$ cat src/rtl/i2s_rx.sv
// I2S receiver: oversamples sclk/lrclk/sdata in the clk domain and recovers
// left/right PCM words, presenting each complete frame with a one-cycle strobe.
module i2s_rx #(
  parameter int DATA_WIDTH   = 16,
  parameter bit UNSIGNED_OUT = 1'b0
) (
  input  logic                  clk,
  input  logic                  reset,
  input  logic                  sclk,
  input  logic                  lrclk,
  input  logic                  sdata,
  output logic [DATA_WIDTH-1:0] left_chan,
  output logic [DATA_WIDTH-1:0] right_chan,
  output logic                  sample_valid,
  output logic                  frame_error
);

  localparam logic [5:0] LAST_IDX = 6'(DATA_WIDTH - 1);

  logic sclk_s0, sclk_s1, sclk_s2;
  logic lrclk_s0, lrclk_sync;
  logic sdata_s0, sdata_sync;

  logic                  primed, started, left_ok, left_short;
  logic                  lrclk_prev;
  logic [5:0]            bitcnt;
  logic [DATA_WIDTH-1:0] word, left_hold;

  logic                  rise, boundary, word_short;
  logic [5:0]            bitcnt_inc;
  logic [DATA_WIDTH-1:0] word_cap;

  function automatic logic [DATA_WIDTH-1:0] fmt(input logic [DATA_WIDTH-1:0] w);
    fmt = w;
    if (UNSIGNED_OUT) fmt[DATA_WIDTH-1] = ~w[DATA_WIDTH-1];
  endfunction

  // Word register with the bit of this rise merged in; bits past DATA_WIDTH are dropped.
  always_comb begin
    word_cap = word;
    for (int i = 0; i < DATA_WIDTH; i++) begin
      if (bitcnt == 6'(DATA_WIDTH - 1 - i)) word_cap[i] = sdata_sync;
    end
  end

  assign rise       = sclk_s1 & ~sclk_s2;
  assign boundary   = primed && (lrclk_sync != lrclk_prev);
  // Total bits including this one is bitcnt+1, so the word is short below LAST_IDX.
  assign word_short = bitcnt < LAST_IDX;
  assign bitcnt_inc = (bitcnt == 6'd63) ? bitcnt : bitcnt + 6'd1;

  // NOTE: every register here is state, so only non-blocking assignments are used;
  // blocking ones would let later statements see this cycle's new values.
  always_ff @(posedge clk) begin
    if (reset) begin
      sclk_s0      <= 1'b0;
      sclk_s1      <= 1'b0;
      sclk_s2      <= 1'b0;
      lrclk_s0     <= 1'b0;
      lrclk_sync   <= 1'b0;
      sdata_s0     <= 1'b0;
      sdata_sync   <= 1'b0;
      primed       <= 1'b0;
      started      <= 1'b0;
      left_ok      <= 1'b0;
      left_short   <= 1'b0;
      lrclk_prev   <= 1'b0;
      bitcnt       <= '0;
      word         <= '0;
      left_hold    <= '0;
      left_chan    <= '0;
      right_chan   <= '0;
      sample_valid <= 1'b0;
      frame_error  <= 1'b0;
    end else begin
      {sclk_s2, sclk_s1, sclk_s0} <= {sclk_s1, sclk_s0, sclk};
      {lrclk_sync, lrclk_s0}      <= {lrclk_s0, lrclk};
      {sdata_sync, sdata_s0}      <= {sdata_s0, sdata};
      sample_valid <= 1'b0;
      frame_error  <= 1'b0;

      if (rise) begin
        if (!primed) begin
          primed     <= 1'b1;
          lrclk_prev <= lrclk_sync;
        end else if (boundary) begin
          word       <= '0;
          bitcnt     <= '0;
          lrclk_prev <= lrclk_sync;
          started    <= 1'b1;
          if (started) begin
            if (!lrclk_prev) begin
              left_hold  <= word_cap;
              left_short <= word_short;
              left_ok    <= 1'b1;
            end else if (left_ok) begin
              left_chan    <= fmt(left_hold);
              right_chan   <= fmt(word_cap);
              sample_valid <= 1'b1;
              frame_error  <= left_short | word_short;
              left_ok      <= 1'b0;
            end
          end
        end else begin
          word   <= word_cap;
          bitcnt <= bitcnt_inc;
        end
      end
    end
  end

endmodule

$ cat config.mk
export PLATFORM = sky130hd
export DESIGN_NAME = i2s_rx
export DESIGN_NICKNAME = d
export VERILOG_FILES = /design/src/rtl/i2s_rx.sv
export SDC_FILE = /design/constraint.sdc
export NUM_CORES = 1
export LEC_CHECK = 0
export BUFFER_PORTS_ARGS = -buffer_cell sky130_fd_sc_hd__buf_2
export CAP_MARGIN = 40
export CORE_ASPECT_RATIO = 1.75
export CORE_MARGIN = 5
export CORE_UTILIZATION = 35
export CTS_BUF_LIST = sky130_fd_sc_hd__clkbuf_2 sky130_fd_sc_hd__clkbuf_4 sky130_fd_sc_hd__clkbuf_8
export CTS_CLUSTER_DIAMETER = 30
export DETAILED_ROUTE_END_ITERATION = 12
export GPL_ROUTABILITY_DRIVEN = 0
export GPL_TIMING_DRIVEN = 0
export PLACE_DENSITY = 0.54
export SYNTH_ARGS = -nofsm -noshare
export SYNTH_HDL_FRONTEND = slang
export SYNTH_SLANG_ARGS = --single-unit
$ cat constraint.sdc
create_clock -name clk -period 4.4 [get_ports clk]
set_clock_uncertainty 0.1 [all_clocks]
set_input_delay 0.66 -clock clk [delete_from_list [all_inputs] [get_ports clk]]
set_output_delay 0.66 -clock clk [all_outputs]
set_load 0.05 [all_outputs]
# Word-level counts from Yosys, hierarchy flattened
# Index checks and enable logic that the tools add are counted.
# word_totals
output_inout_bits	34
ff_bits	84
# classes
n_addsub	1
n_reduce_logical	11
n_bitwise	9
n_lt_le_gt_ge	1
muxes	23
eq_ne	19
# ops
op	n
$eq 6x4->1 const B	8
$eq 6x3->1 const B	4
$mux 1	20
$mux 16	1
$eq 6x2->1 const B	2
$mux 6	2
$not 1->1	7
$reduce_or 7->1	1
$add 6x1->6 const B	1
$eq 6x1->1 const B	1
$eq 6x6->1 const B	1
$logic_not 6->1	1
$lt 6x4->1 const B	1
$reduce_and 3->1	2
$reduce_and 6->1	1
$reduce_or 6->1	1
$reduce_and 5->1	1
$reduce_and 2->1	2
$reduce_and 4->1	1
$ne 2x1->1 const B	1
$ne 2x2->1 const B	1
$and 1x1->1	1
$logic_and 1x1->1	1
$ne 1x1->1	1
$or 1x1->1	1

# Longest topological paths before layout
# logic_depth
ltp_word	4
mapped_depth	6
ltp_nobuf	5

# Least setup slack after synthesis
# Ideal clock, no wire load.
# synth_timing
kind	register to register
from	register primed
to	register right_chan[5]
path_slack_ns	2.788
setup_time_ns	0.116
required_time_ns	4.184
stages_incl_launch_ff	7
arrival_ns	1.396
cell_sequence	dfxtp_1 nand4b_4 or3_1 buf_6 buf_8 nor3_2 nor2_1
# synth_between
elab_chain_cells	2
# synth_lines
element	line_no	text
start, declared	24	logic primed, started, left_ok, left_short;
start signal, assigned	63	primed <= 1'b0;
start signal, assigned	84	primed <= 1'b1;
$logic_and 1x1->1	47	assign boundary = primed && (lrclk_sync != lrclk_prev);
$reduce_and 6->1 (no line) (*)	--	
end signal, assigned	98	right_chan <= fmt(word_cap);
end, declared	13	output logic [DATA_WIDTH-1:0] right_chan,
# Every way passes the cells marked *; elsewhere a longest branch is shown, timed or not.
# A chain may end at the register's enable or synchronous reset.

# Worst setup path after layout
# layout_timing
from	register lrclk_sync
to	register word[6]
# layout_between
elab_chain_cells	3
# layout_lines
element	line_no	text
start, declared	21	logic lrclk_s0, lrclk_sync;
start signal, assigned	77	{lrclk_sync, lrclk_s0} <= {lrclk_s0, lrclk};
$ne 1x1->1	47	
$logic_and 1x1->1	47	
$mux 16	86	end else if (boundary) begin
end signal, assigned	105	word <= word_cap;
end, declared	27	logic [DATA_WIDTH-1:0] word, left_hold;
# Every way passes these cells.

==> run_results.csv <==
group,metric,value,unit
detailed_routing,drt_iter0_drc,163,
cts,clock-sinks,84,
cts,cts_tree,"built",
cts,clockBufferDepth,2,
synthesis,avgSynthCellArea,8.488,um^2
global_routing,antenna_found_initial,0,
timing,slew_headroom,57.03,%
timing,fin_crit,1.952,ns
cts,postCtsSetupBuffers,0,
run,cap_violations,0,
cts,cts_hold_buffers,0,
synthesis,synth.distinct_cells,44,
detailed_routing,wl,8.766,mm
global_routing,grt_start_max_net_pins,14,
pwr,powerDensity,331.1,mW/mm^2
synthesis,synth_edf_count,0,
timing,hold_viol_final,0,
global_routing,grt_pass1_vias,2857,
detailed_routing,drc,0,
hold_path,min_path_type,"reg2reg",
global_routing,grt_use_met3,3.244,%
die,die_area,0.01217,mm^2
die,die_h,142.2,um
synthesis,synth_ff_type,"dfxtp_1",
global_routing,grt.busiest_layer,"met2",
place,portBuffers,38,
layout,antenna_cells,0,
global_routing,grt-ovfl-total,0,
detailed_routing,antenna_left,0,
layout,final_cell_count_no_fill,589,
worst_setup_path,worstSetupStartpointType,"register",
die,die_width,85.56,um
cts,htree_num_levels,3,
synthesis,syn_area,0.003497,mm^2
cts,clk_latency,0.35,ns
worst_setup_path,crit_required,4.57,ns
synthesis,synth-seq-area-share,48.09,%
worst_setup_path,path_cells,"clkbuf_1, xor2_1, nor3_2, nand2_1, buf_2, o22ai_1",
synthesis,synth_top_cell_area_share,48.09,%
pwr,ir_drop,220.9,uV
worst_setup_path,crit_slowest_cell,"nor3_2",
worst_setup_path,critical_path.max_fanout,10,
synthesis,yosysWarnings,0,
detailed_routing,route.vias.total,2950,
worst_setup_path,cp.arrival,2.13,ns
timing,grt_setup_unrepaired,"no",
pwr,p_leak,1.631,nW
timing,finalSetupTns,0,ns
cts,cts.repair.resized,0,
place,place_inst,575,
layout,layout-drive-gt1-share,18.32,%
cts,clk_pin_slew_worst_paths,0.08,ns
place,dp_slack,2.229,ns
synthesis,synth_area_leader_cell,"dfxtp_1",
die,fp-row-count,48,
global_routing,grt_pass1_wl,14.59,mm
synthesis,synth_nets,421,
worst_setup_path,crit_path_max_incr_delay,0.35,ns
die,core,0.009849,mm^2
cts,cts_root_buf,"clkbuf_8",
detailed_routing,wl_per_cell,14.88,um
synthesis,synthArstFlopShare,0,%
detailed_routing,via_per_inst,5.008,
layout,area_growth,15.03,%
timing,max_freq,0.5124,GHz
timing,setup_violations,0,
timing,fin_ws,2.448,ns
global_routing,grt.total_usage,15.23,%
global_routing,gr-usage-met2,27.91,%
synthesis,synth_seq_cells,84,
synthesis,synth_area_leaders,"dfxtp_1 48%, a21oi_1 6.4%, nand2_1 6.0%",
synthesis,syn_inst,412,
timing,finalMaxSlewViolations,0,
global_routing,use_met1,17.21,%
timing,min_period_over_period,44.36,%
worst_setup_path,critPathKind,"reg2reg",
worst_setup_path,setup.worst_path.end_class,"register",
layout,nets,470,
detailed_routing,dr.pass1.iters,4,
place,hpwl,6.617,mm
status,outcome,"complete, no violations",
cts,cts_made_buffers,9,
die,start_util,35.51,%
timing,worstMarginPinSlew,0.6446,ns
die,boundaryPins,39,
==> path summary, 6_finish.rpt <==
check                                           start               endpoint  slack, ns  cells after the start
worst max-delay path            lrclk_sync$_SDFF_PP0_   word[6]$_SDFFE_PP0P_       2.45                      6
worst min-delay path              sdata_s0$_SDFF_PP0_  sdata_sync$_SDFF_PP0_       0.34                      1
worst max register to register  lrclk_sync$_SDFF_PP0_   word[6]$_SDFFE_PP0P_       2.45                      6
worst min register to register    sdata_s0$_SDFF_PP0_  sdata_sync$_SDFF_PP0_       0.34                      1
==> critical path: cells and delay by family, from the launching register on <==
kind                   cells  cell delay, ns
flip-flops                 1            0.32
AND/OR/NAND/NOR            2            0.62
AO/OA/AOI/OAI              1            0.18
XOR/XNOR                   1            0.15
buffers and inverters      2            0.51
==> registers in the layout (all words and copies together) (netlist names) <==
signal and count:
sclk_s2 1, left_hold 16, left_short 1, sample_valid 1, left_chan 16, started 1, primed 1, word 16
sdata_s0 1, lrclk_s0 1, sclk_s1 1, sclk_s0 1, lrclk_prev 1, lrclk_sync 1, sdata_sync 1, left_ok 1
right_chan 16, bitcnt 6, frame_error 1
==> per-layer routing <==
metal | vias up | part of all wire [%]
met5 | - | 0
met4 | 0 | 1.8
met3 | 14 | 3.7
met2 | 59 | 53
met1 | 1355 | 41
li1 | 1522 | -
==> through the flow <==
stage | util (%) | hold WS, ns | power [mW] | instance area, um^2
6_report | 40.84 | 0.3399 | 1.332 | 4023
4_1_cts | 40.84 | 0.3433 | 1.347 | 4023
3_5_place_dp | 39.02 | 0.3251 | 0.8245 | 3844
5_1_grt | 40.84 | 0.3631 | 1.382 | 4023
2_1_floorplan | - | 0.3138 | 0.8100 | 3497
3_3_place_gp | 39.02 | 0.3170 | 0.8237 | 3844
==> cells by family after synthesis <==
group	share of synthesized area (%)
multiplexers	2.576
adder cells (fa/ha/maj)	1.431
AO/OA/AOI/OAI	17.68
flip-flops	48.09
XOR/XNOR	0.2505
AND/OR/NAND/NOR	23.44
buffers and inverters	6.547
==> synth_stat cells, types with 2 or more instances <==
cell	instances
a211oi_1	15
a21boi_0	4
a21oi_1	45
a41oi_1	2
and3_1	10
buf_2	16
clkbuf_1	11
clkbuf_2	2
dfxtp_1	84
ha_1	4
inv_1	16
mux2i_1	9
nand2_1	56
nand3_1	3
nor2_1	36
nor2b_1	8
nor3_1	24
nor3_2	6
nor4b_2	2
o21ai_0	24
o22ai_1	12
==> power by group <==
group | internal [mW] | total (mW) | switching, mW
registers | 0.764 | 0.767 | 0.00369
logic | 0.0117 | 0.0387 | 0.0269
clock network | 0.254 | 0.526 | 0.272
total | 1.03 | 1.33 | 0.303
==> layout make-up <==
cell class,count,area (um^2)
Clock inverter,5,55.05
Fill cell,1061,5827
Inverter,16,60.06
Tap cell,125,156.4
Sequential cell,84,1682
Buffer,33,168.9
Multi-Input combinational cell,279,1587
Timing Repair Buffer,38,190.2
Clock buffer,9,123.9
==> cells in the final DEF (no fill, tap or decap), drive strengths merged <==
cell,instances
a211oi,15
a21boi,4
a21oi,45
a22oi,1
a31oi,1
a32oi,1
a41oi,2
and2,1
and3,10
and3b,1
and4,1
and4bb,1
buf,58
bufinv,1
clkbuf,22
clkinv,2
clkinvlp,2
dfxtp,84
ha,4
inv,16
mux2i,9
nand2,56
nand3,3
nand3b,2
nand4,1
nand4b,1
nor2,36
nor2b,8
nor3,30
nor3b,2
nor4,2
nor4b,2
o21a,1
o21ai,24
o22ai,12
o31ai,1
or3,1
xor2,1
No activity file was read; power rests on OpenSTA's default activity.
